`src/rtl/joy_serial_responder.sv`:
```
// rtl/joy_serial_responder.sv - joystick-side serial responder for the dual-joystick link
module joy_serial_responder #(
   parameter int PAD_BITS   = 1,
   parameter int FRAME_BITS = 24
) (
   input  logic        clk_i,
   input  logic        res_n_i,
   input  logic [11:0] joy1_i,
   input  logic [11:0] joy2_i,
   input  logic        joy_clk_i,
   input  logic        joy_load_i,
   output logic        joy_data_o,
   output logic        frame_o,
   output logic        overrun_o
);

   localparam int SR_W  = PAD_BITS + FRAME_BITS;
   localparam int CNT_W = $clog2(PAD_BITS + FRAME_BITS + 1);
   localparam logic [CNT_W-1:0] CNT_MAX = CNT_W'(SR_W);

   typedef enum logic [1:0] {
      LOADING   = 2'd0,
      SHIFTING  = 2'd1,
      EXHAUSTED = 2'd2
   } state_t;

   logic [1:0]       clk_sync_q, clk_sync_d;
   logic [1:0]       load_sync_q, load_sync_d;
   logic             clk_prev_q, clk_prev_d;
   logic             load_prev_q, load_prev_d;
   logic [SR_W-1:0]  sr_q, sr_d;
   logic [CNT_W-1:0] cnt_q, cnt_d;
   logic             frame_q, frame_d;
   logic             overrun_q, overrun_d;
   state_t           state_q, state_d;

   logic             clk_s;
   logic             load_s;
   logic             rise;
   logic [CNT_W-1:0] cnt_inc;
   logic [23:0]      frame_bits;

   assign clk_s   = clk_sync_q[1];
   assign load_s  = load_sync_q[1];
   assign rise    = clk_s & ~clk_prev_q;
   assign cnt_inc = cnt_q + 1'b1;

   // First transmitted bit sits in the MSB.
   assign frame_bits = {joy1_i[8], joy1_i[6], joy1_i[5], joy1_i[4],
                        joy1_i[3], joy1_i[2], joy1_i[1], joy1_i[0],
                        joy2_i[8], joy2_i[6], joy2_i[5], joy2_i[4],
                        joy2_i[3], joy2_i[2], joy2_i[1], joy2_i[0],
                        joy2_i[10], joy2_i[11], joy2_i[9], joy2_i[7],
                        joy1_i[10], joy1_i[11], joy1_i[9], joy1_i[7]};

   always_comb begin
      clk_sync_d  = {clk_sync_q[0], joy_clk_i};
      load_sync_d = {load_sync_q[0], joy_load_i};
      clk_prev_d  = clk_s;
      load_prev_d = load_s;
      sr_d        = sr_q;
      cnt_d       = cnt_q;
      frame_d     = 1'b0;
      overrun_d   = overrun_q;
      state_d     = state_q;

      if (!load_s) begin
         // Reload every cycle while load is low so the last sample wins.
         sr_d      = {{PAD_BITS{1'b1}}, frame_bits};
         cnt_d     = '0;
         overrun_d = 1'b0;
         frame_d   = load_prev_q;
         state_d   = LOADING;
      end else if (rise) begin
         if (state_q == EXHAUSTED) begin
            overrun_d = 1'b1;
         end else begin
            sr_d    = {sr_q[SR_W-2:0], 1'b1};
            cnt_d   = cnt_inc;
            state_d = (cnt_inc == CNT_MAX) ? EXHAUSTED : SHIFTING;
         end
      end else if (state_q == LOADING) begin
         state_d = SHIFTING;
      end
   end

   always_ff @(posedge clk_i) begin
      if (!res_n_i) begin
         clk_sync_q  <= 2'b11;
         load_sync_q <= 2'b11;
         clk_prev_q  <= 1'b1;
         load_prev_q <= 1'b1;
         sr_q        <= '1;
         cnt_q       <= '0;
         frame_q     <= 1'b0;
         overrun_q   <= 1'b0;
         state_q     <= SHIFTING;
      end else begin
         clk_sync_q  <= clk_sync_d;
         load_sync_q <= load_sync_d;
         clk_prev_q  <= clk_prev_d;
         load_prev_q <= load_prev_d;
         sr_q        <= sr_d;
         cnt_q       <= cnt_d;
         frame_q     <= frame_d;
         overrun_q   <= overrun_d;
         state_q     <= state_d;
      end
   end

   assign joy_data_o = sr_q[SR_W-1];
   assign frame_o    = frame_q;
   assign overrun_o  = overrun_q;

endmodule

```
`config.mk`:
```
export PLATFORM = sky130hd
export DESIGN_NAME = joy_serial_responder
export DESIGN_NICKNAME = d
export VERILOG_FILES = /design/src/rtl/joy_serial_responder.sv
export SDC_FILE = /design/constraint.sdc
export NUM_CORES = 1
export LEC_CHECK = 0
export CAP_MARGIN = 20
export CORE_MARGIN = 2
export CORE_UTILIZATION = 30
export CTS_CLUSTER_DIAMETER = 60
export DETAILED_ROUTE_END_ITERATION = 16
export SYNTH_ARGS = -nofsm -noshare
export SYNTH_HDL_FRONTEND = slang
export SYNTH_SLANG_ARGS = --single-unit
```
`constraint.sdc`:
```
create_clock -name clk_i -period 2.8 [get_ports clk_i]
set_clock_uncertainty 0.15 [all_clocks]
set_input_delay 0.84 -clock clk_i [delete_from_list [all_inputs] [get_ports clk_i]]
set_output_delay 0.84 -clock clk_i [all_outputs]
set_load 0.05 [all_outputs]
```
== Yosys cells after proc, flatten, opt, wreduce, memory -nomap -nowiden ==
Index checks and enable logic that the tools add are counted.

* $add $sub $neg: 1
* Equality and inequality tests: 7
* Mux-type cells: 8
* Bitwise gates (word level): 4
* Reductions and logical operators: 9

{| class="wikitable"
|+ Operator list
! cell !! count
|-
| 24-bit 2-to-1 mux || 3
|-
| 2-bit AND reduction || 6
|-
| 2-bit 2-to-1 mux || 4
|-
| 5-bit by 1-bit adder with 5-bit output, second input constant || 1
|-
| 5-bit == test, second input constant || 1
|-
| 2-bit inequality test, second input constant || 2
|-
| 3-bit by 1-bit inequality test with 1-bit output, second input constant || 1
|-
| 3-bit inequality test, second input constant || 1
|-
| 1-bit inverter || 3
|-
| 2-bit == test, second input constant || 1
|-
| 2-bit zero test || 1
|-
| 2-bit by 1-bit inequality test with 1-bit output, second input constant || 1
|-
| 2-bit nonzero test || 1
|-
| 2-bit OR reduction || 1
|-
| 1-bit AND || 1
|-
| 1-bit 2-to-1 mux || 1
|}

* Flip-flop bits (word level): 40
* Output and inout bits: 3

== Logic depth before layout (Yosys ltp) ==
Gate-level depths: netlist (run 1).

* Depth after elaboration: 6
* Depth in mapped cells: 6
* Mapped depth without buffers: 5

== Worst setup path after synthesis (run 1) ==
Ideal clock, no wire load.

* Path type: input-to-reg
* Start point: input port res_n_i
* End point: register sr_q[1]
* Setup time: 0.144 ns
* Arrival: 1.495 ns
* Data required time: 2.506 ns
* Setup slack: 1.011 ns
* Stages on the path: 3
* Path buffers: 2
* Cells stage by stage: buf_2 > clkbuf_1 > nand3_2

{| class="wikitable"
|+ RTL lines
! element !! line !! RTL
|-
| start: declaration || 7 || <nowiki>input logic res_n_i,</nowiki>
|-
| end signal: assignment || 103 || <nowiki>sr_q <= sr_d;</nowiki>
|-
| end: declaration || 31 || <nowiki>logic [SR_W-1:0] sr_q, sr_d;</nowiki>
|}

No word-level cell between the ends.

== Worst setup path in the final report (run 1) ==
* Start point: register sr_q[24]
* End point: output port joy_data_o

{| class="wikitable"
|+ RTL lines
! element !! line !! RTL
|-
| end: declaration || 12 || <nowiki>output logic joy_data_o,</nowiki>
|}

No word-level cell between the ends.

==> results of run 1 <==
cells by family after synthesis:
family	Yosys count	synth area share
AND/OR/NAND/NOR	100	0.340
flip-flops	40	0.405
AO/OA/AOI/OAI	30	0.151
buffers and inverters	19	0.0545
XOR/XNOR	7	0.0310
adder cells (fa/ha/maj)	2	0.0127
multiplexers	1	0.00507
synth_stat cells (all sizes together):
master,n,area (um^2)
dfxtp,40,801
nand2b,30,195
nand3,27,220
o211ai,23,258
or3,23,144
nor2,10,53.8
buf,8,66.3
clkbuf,8,30.0
xnor2,6,52.6
a21oi,3,15.0
inv,3,11.3
nand2,3,11.3
ha,2,25.0
nor3,2,10.0
o21ai,2,10.0
a21o,1,7.51
a32oi,1,8.76
and2b,1,7.51
and3,1,6.26
mux2i,1,10.0
nor2b,1,8.76
nor3b,1,7.51
or2b,1,7.51
xor2,1,8.76
how the worst max path moves through the flow:
stage                                 to  slack [ns]  cells past startpoint
finish                        joy_data_o        0.37                      1
global route                  joy_data_o        0.32                      1
CTS                           joy_data_o        0.35                      1
detailed placement  sr_q[0]$_SDFFE_PN1P_        0.49                      3
global placement    sr_q[0]$_SDFFE_PN1P_        0.50                      3
floorplan           sr_q[1]$_SDFFE_PN1P_        1.01                      3
final cells by class:
cell class / instances / area (um^2)
flip-flops and latches: 40 / 802
clock inverters: 2 / 10.0
well taps: 77 / 96.3
multi-input cells: 140 / 1070
inverters: 3 / 11.3
clock buffers: 6 / 82.6
fillers: 637 / 3950
repair buffers: 34 / 330
tightest hold or removal path, stage by stage, from the launching register on:
cell	delay [ns]
dfxtp_1	0.30
inv_1	0.04
nor2_1	0.03
where the power goes:
group | leakage [uW] | switching [uW] | internal [uW]
sequential | 0.000327 | 17.4 | 592
combinational | 0.000481 | 49.3 | 74.4
clock | 0.0000510 | 203 | 197
total | 0.000859 | 270 | 863
flip-flops by register name, indices dropped and copies added, names as in the netlist:
name / flops
clk_sync_q: 2
sr_q: 25
overrun_o: 1
load_prev_q: 1
load_sync_q: 2
state_q: 2
frame_o: 1
cnt_q: 5
clk_prev_q: 1
stage by stage:
step | cells | util | area (um^2) | worst slack (ns) | hold slack [ns]
after CTS | 302 | 0.378 | 2400 | 0.349 | 0.263
after floorplan | 199 | - | 1980 | 1.01 | 0.236
final | 302 | 0.378 | 2400 | 0.371 | 0.263
after global routing | 302 | 0.378 | 2400 | 0.324 | 0.287
after global placement | 294 | 0.363 | 2310 | 0.498 | 0.242
after detailed placement | 294 | 0.363 | 2310 | 0.494 | 0.249
per-layer routing:
layer  global-route usage  wire length (um)
met2                0.175              1640
met1                0.137              1810
met4               0.0476                70
met5                    0                 0
met3               0.0340               152
==> impl_metrics.toml, run 1 <==
[status]
status = "completed"

[critical_path]
cp_cell_sequence = "clkdlybuf4s50_1"
crit_start = "sr_q[24]$_SDFFE_PN1P_"
slowest_delay_ns = 0.81
critPathTopFamily = "buffers and inverters"
r2r_end = "sr_q[24]$_SDFFE_PN1P_"
crit_arrival_ns = 1.44
path_buf_inv = 1
r2r_slack_ns = 1.11
critical_path_required_ns = 1.81
crit_type = "register to output port"
r2r_start = "clk_sync_q[1]$_SDFF_PN1_"
reg2reg_depth = 4
worst_setup_path_start_kind = "register"
crit_path_end_kind = "output port"
crit_slowest_cell = "clkdlybuf4s50_1"
cp_max_fo = 2

[synthesis]
synth.distinct_cells = 31
syn_nets = 229
ys_ff_latch = 40
yosysSeqAreaShare = 0.405
syn-cell-area_um2 = 1980
avgSynthCellArea_um2 = 9.93
netlist_instances = 199
yosysWarnings = 0

[routing]
first_pass_iters = 4
vias = 1417
wl_um = 3670
via_per_inst = 4.69
drt_iter0_drc = 62
post-route-drc-count = 0
ant_nets = 0
wl_per_cell_um = 12.1

[timing]
maxSlewHeadroom = 0.602
final_hold_viol_count = 0
rsz0062_at_grt = "no"
drv_slew = 0
period_needed_ns = 2.43
setup_viol = 0
timing.fmax_mhz = 412
worst_slew_pin_slew_ns = 0.597
setup_tns_ns = 0
timing.final.crit_share = 0.868

[global_route]
grt_pass1_vias = 1414
antenna_found_initial = 0
grt_max_degree = 31
grt-ovfl-total = 0
grt_pass1_wl_um = 6350
track_usage = 0.110

[die]
die_area_um2 = 7250
initial_core_util = 0.311
ios = 31
die_x_um = 85.2
rows = 29
core-area_um2 = 6350
die_height_um = 85.2

[cells_and_area]
most-common-layout-cells = "39 x dfxtp_1, 30 x clkdlybuf4s50_1, 29 x nand2b_1, 23 x or3_1"
final_common_cell = "dfxtp_1"
antenna_cells = 0
drive_gt1_frac = 0.222
synthToLayoutAreaGrowth_pct = 21.5
fin_nets = 254

[job]
max_cap_viol_count = 0

[pwr]
peakVddDrop_v = 0.000185
p_leak_uw = 0.000859
cellPowerDensity_nw_per_um2 = 472
p_total_uw = 1130

[cts]
cts.clk_slew.worst_paths_ns = 0.08
clock-sinks = 40
cts_root_buffer = "clkbuf_8"
ctsResizeCount = 0
postCtsSetupBuffers = 0
holdBufCountCts = 0
numCtsBuffers = 5
htree_levels = 2
clock_latency_ns = 0.29
clk_path_buf_depth = 2
tritoncts = "yes"

[min_path]
hold_path.class = "register to register"
min-delay-start = "load_prev_q$_SDFF_PN1_"
holdPathEnd = "frame_o$_SDFF_PP0_"
hold_depth = 2

[placed_design]
place_hpwl_um = 2410
portBuffers = 30
place_congestion = 0.772
No activity file was read; power rests on OpenSTA's default activity.
==> inputs of run 2 (changes only) <==
- CORE_MARGIN: 2 -> 4
==> impl_metrics.toml, run 2 (same netlist as run 1, synthesis figures left out) <==
[global_route]
antenna_found_initial = 0
track_usage = 0.100
grt_pass1_vias = 1482
grt_pass1_wl_um = 6310
grt-ovfl-total = 0
grt_max_degree = 29

[timing]
worst_slew_pin_slew_ns = 0.508
setup_tns_ns = 0
setup_viol = 0
timing.final.crit_share = 0.860
final_hold_viol_count = 0
drv_slew = 0
maxSlewHeadroom = 0.661
rsz0062_at_grt = "no"
period_needed_ns = 2.41
timing.fmax_mhz = 415

[critical_path]
cp_max_fo = 2
crit_slowest_cell = "clkdlybuf4s50_1"
critical_path_required_ns = 1.81
r2r_end = "sr_q[24]$_SDFFE_PN1P_"
r2r_slack_ns = 1.17
crit_type = "register to output port"
r2r_start = "clk_sync_q[1]$_SDFF_PN1_"
critPathTopFamily = "buffers and inverters"
worst_setup_path_start_kind = "register"
path_buf_inv = 1
crit_arrival_ns = 1.42
crit_path_end_kind = "output port"
reg2reg_depth = 4
cp_cell_sequence = "clkdlybuf4s50_1"
slowest_delay_ns = 0.80

[placed_design]
place_congestion = 0.797
placedCellCount = 293
place_hpwl_um = 2380
portBuffers = 30

[routing]
vias = 1414
via_per_inst = 4.70
first_pass_iters = 4
ant_nets = 0
wl_per_cell_um = 12.0
drt_iter0_drc = 112
wl_um = 3630
post-route-drc-count = 0

[cts]
clock_latency_ns = 0.29
cts_root_buffer = "clkbuf_8"
postCtsSetupBuffers = 0
tritoncts = "yes"
ctsResizeCount = 0
cts.clk_slew.worst_paths_ns = 0.08
holdBufCountCts = 0
clock-sinks = 40
clk_path_buf_depth = 2
htree_levels = 2
numCtsBuffers = 5

[min_path]
hold_depth = 2
holdPathEnd = "frame_o$_SDFF_PP0_"
hold_path.class = "register to register"
min-delay-start = "load_prev_q$_SDFF_PN1_"

[pwr]
cellPowerDensity_nw_per_um2 = 510
peakVddDrop_v = 0.000184
p_leak_uw = 0.000872
p_total_uw = 1240

[die]
ios = 31
die_x_um = 89.2
die_area_um2 = 7950
die_height_um = 89.2
rows = 29
initial_core_util = 0.309
core-area_um2 = 6390

[cells_and_area]
most-common-layout-cells = "39 x dfxtp_1, 30 x clkdlybuf4s50_1, 29 x nand2b_1, 23 x or3_1"
largest_register = "sr_q"
drive_gt1_frac = 0.219
synthToLayoutAreaGrowth_pct = 23.4
largest_register_ffs = 25
antenna_cells = 0
final_common_cell = "dfxtp_1"
fin_nets = 253
reg.largest.list = "sr_q: 25 flops, cnt_q: 5 flops"
stdcell_count = 301

[job]
max_cap_viol_count = 0

[status]
status = "completed"
-- run 2: how the worst max path moves through the flow --
stage | from | endpoint | slack, ns | cells after the start
after floorplan | res_n_i | sr_q[1]$_SDFFE_PN1P_ | 1.01 | 3
after global placement | overrun_o$_SDFFE_PN0P_ | overrun_o | 0.70 | 1
after detailed placement | overrun_o$_SDFFE_PN0P_ | overrun_o | 0.70 | 1
after CTS | overrun_o$_SDFFE_PN0P_ | overrun_o | 0.37 | 1
after global routing | sr_q[24]$_SDFFE_PN1P_ | joy_data_o | 0.32 | 1
final | sr_q[24]$_SDFFE_PN1P_ | joy_data_o | 0.39 | 1
-- run 2: routing by layer --
metal / up-vias / part of all wire / routed length [um] / track usage
li1: 746 / - / - / -
met5: - / 0 / 0 / 0
met1: 636 / 0.48 / 1730 / 0.115
met3: 7 / 0.048 / 175 / 0.0304
met2: 25 / 0.46 / 1650 / 0.172
met4: 0 / 0.019 / 68 / 0.0406
-- run 2: metrics by stage --
stage	cell area, um^2	setup WS [ns]	hold slack (ns)	utilization
2_1_floorplan	1980	1.01	0.236	-
3_3_place_gp	2310	0.702	0.240	0.362
3_5_place_dp	2310	0.698	0.244	0.362
4_1_cts	2440	0.368	0.262	0.382
5_1_grt	2440	0.323	0.280	0.382
6_report	2440	0.392	0.259	0.382
-- run 2: power by group --
part / total (uW) / internal, uW / switching [uW]
registers: 608 / 592 / 15.9
clock network: 510 / 314 / 195
logic: 126 / 75.4 / 50.8
total: 1240 / 982 / 262
-- run 2: final cells by class --
type                       count  area [um^2]
clock buffer                   7         96.3
timing repair buffer          33          335
multi-input combinational    140         1070
fill                         666         3950
sequential                    40          802
inverter                       3         11.3
clock inverter                 1         30.0
tap                           77         96.3
==> inputs of run 3 (changes only) <==
- CTS_CLUSTER_DIAMETER: 60 -> 40
==> results of run 3 <==
The final DEF is identical to that of run 2; final timing and power are the same.
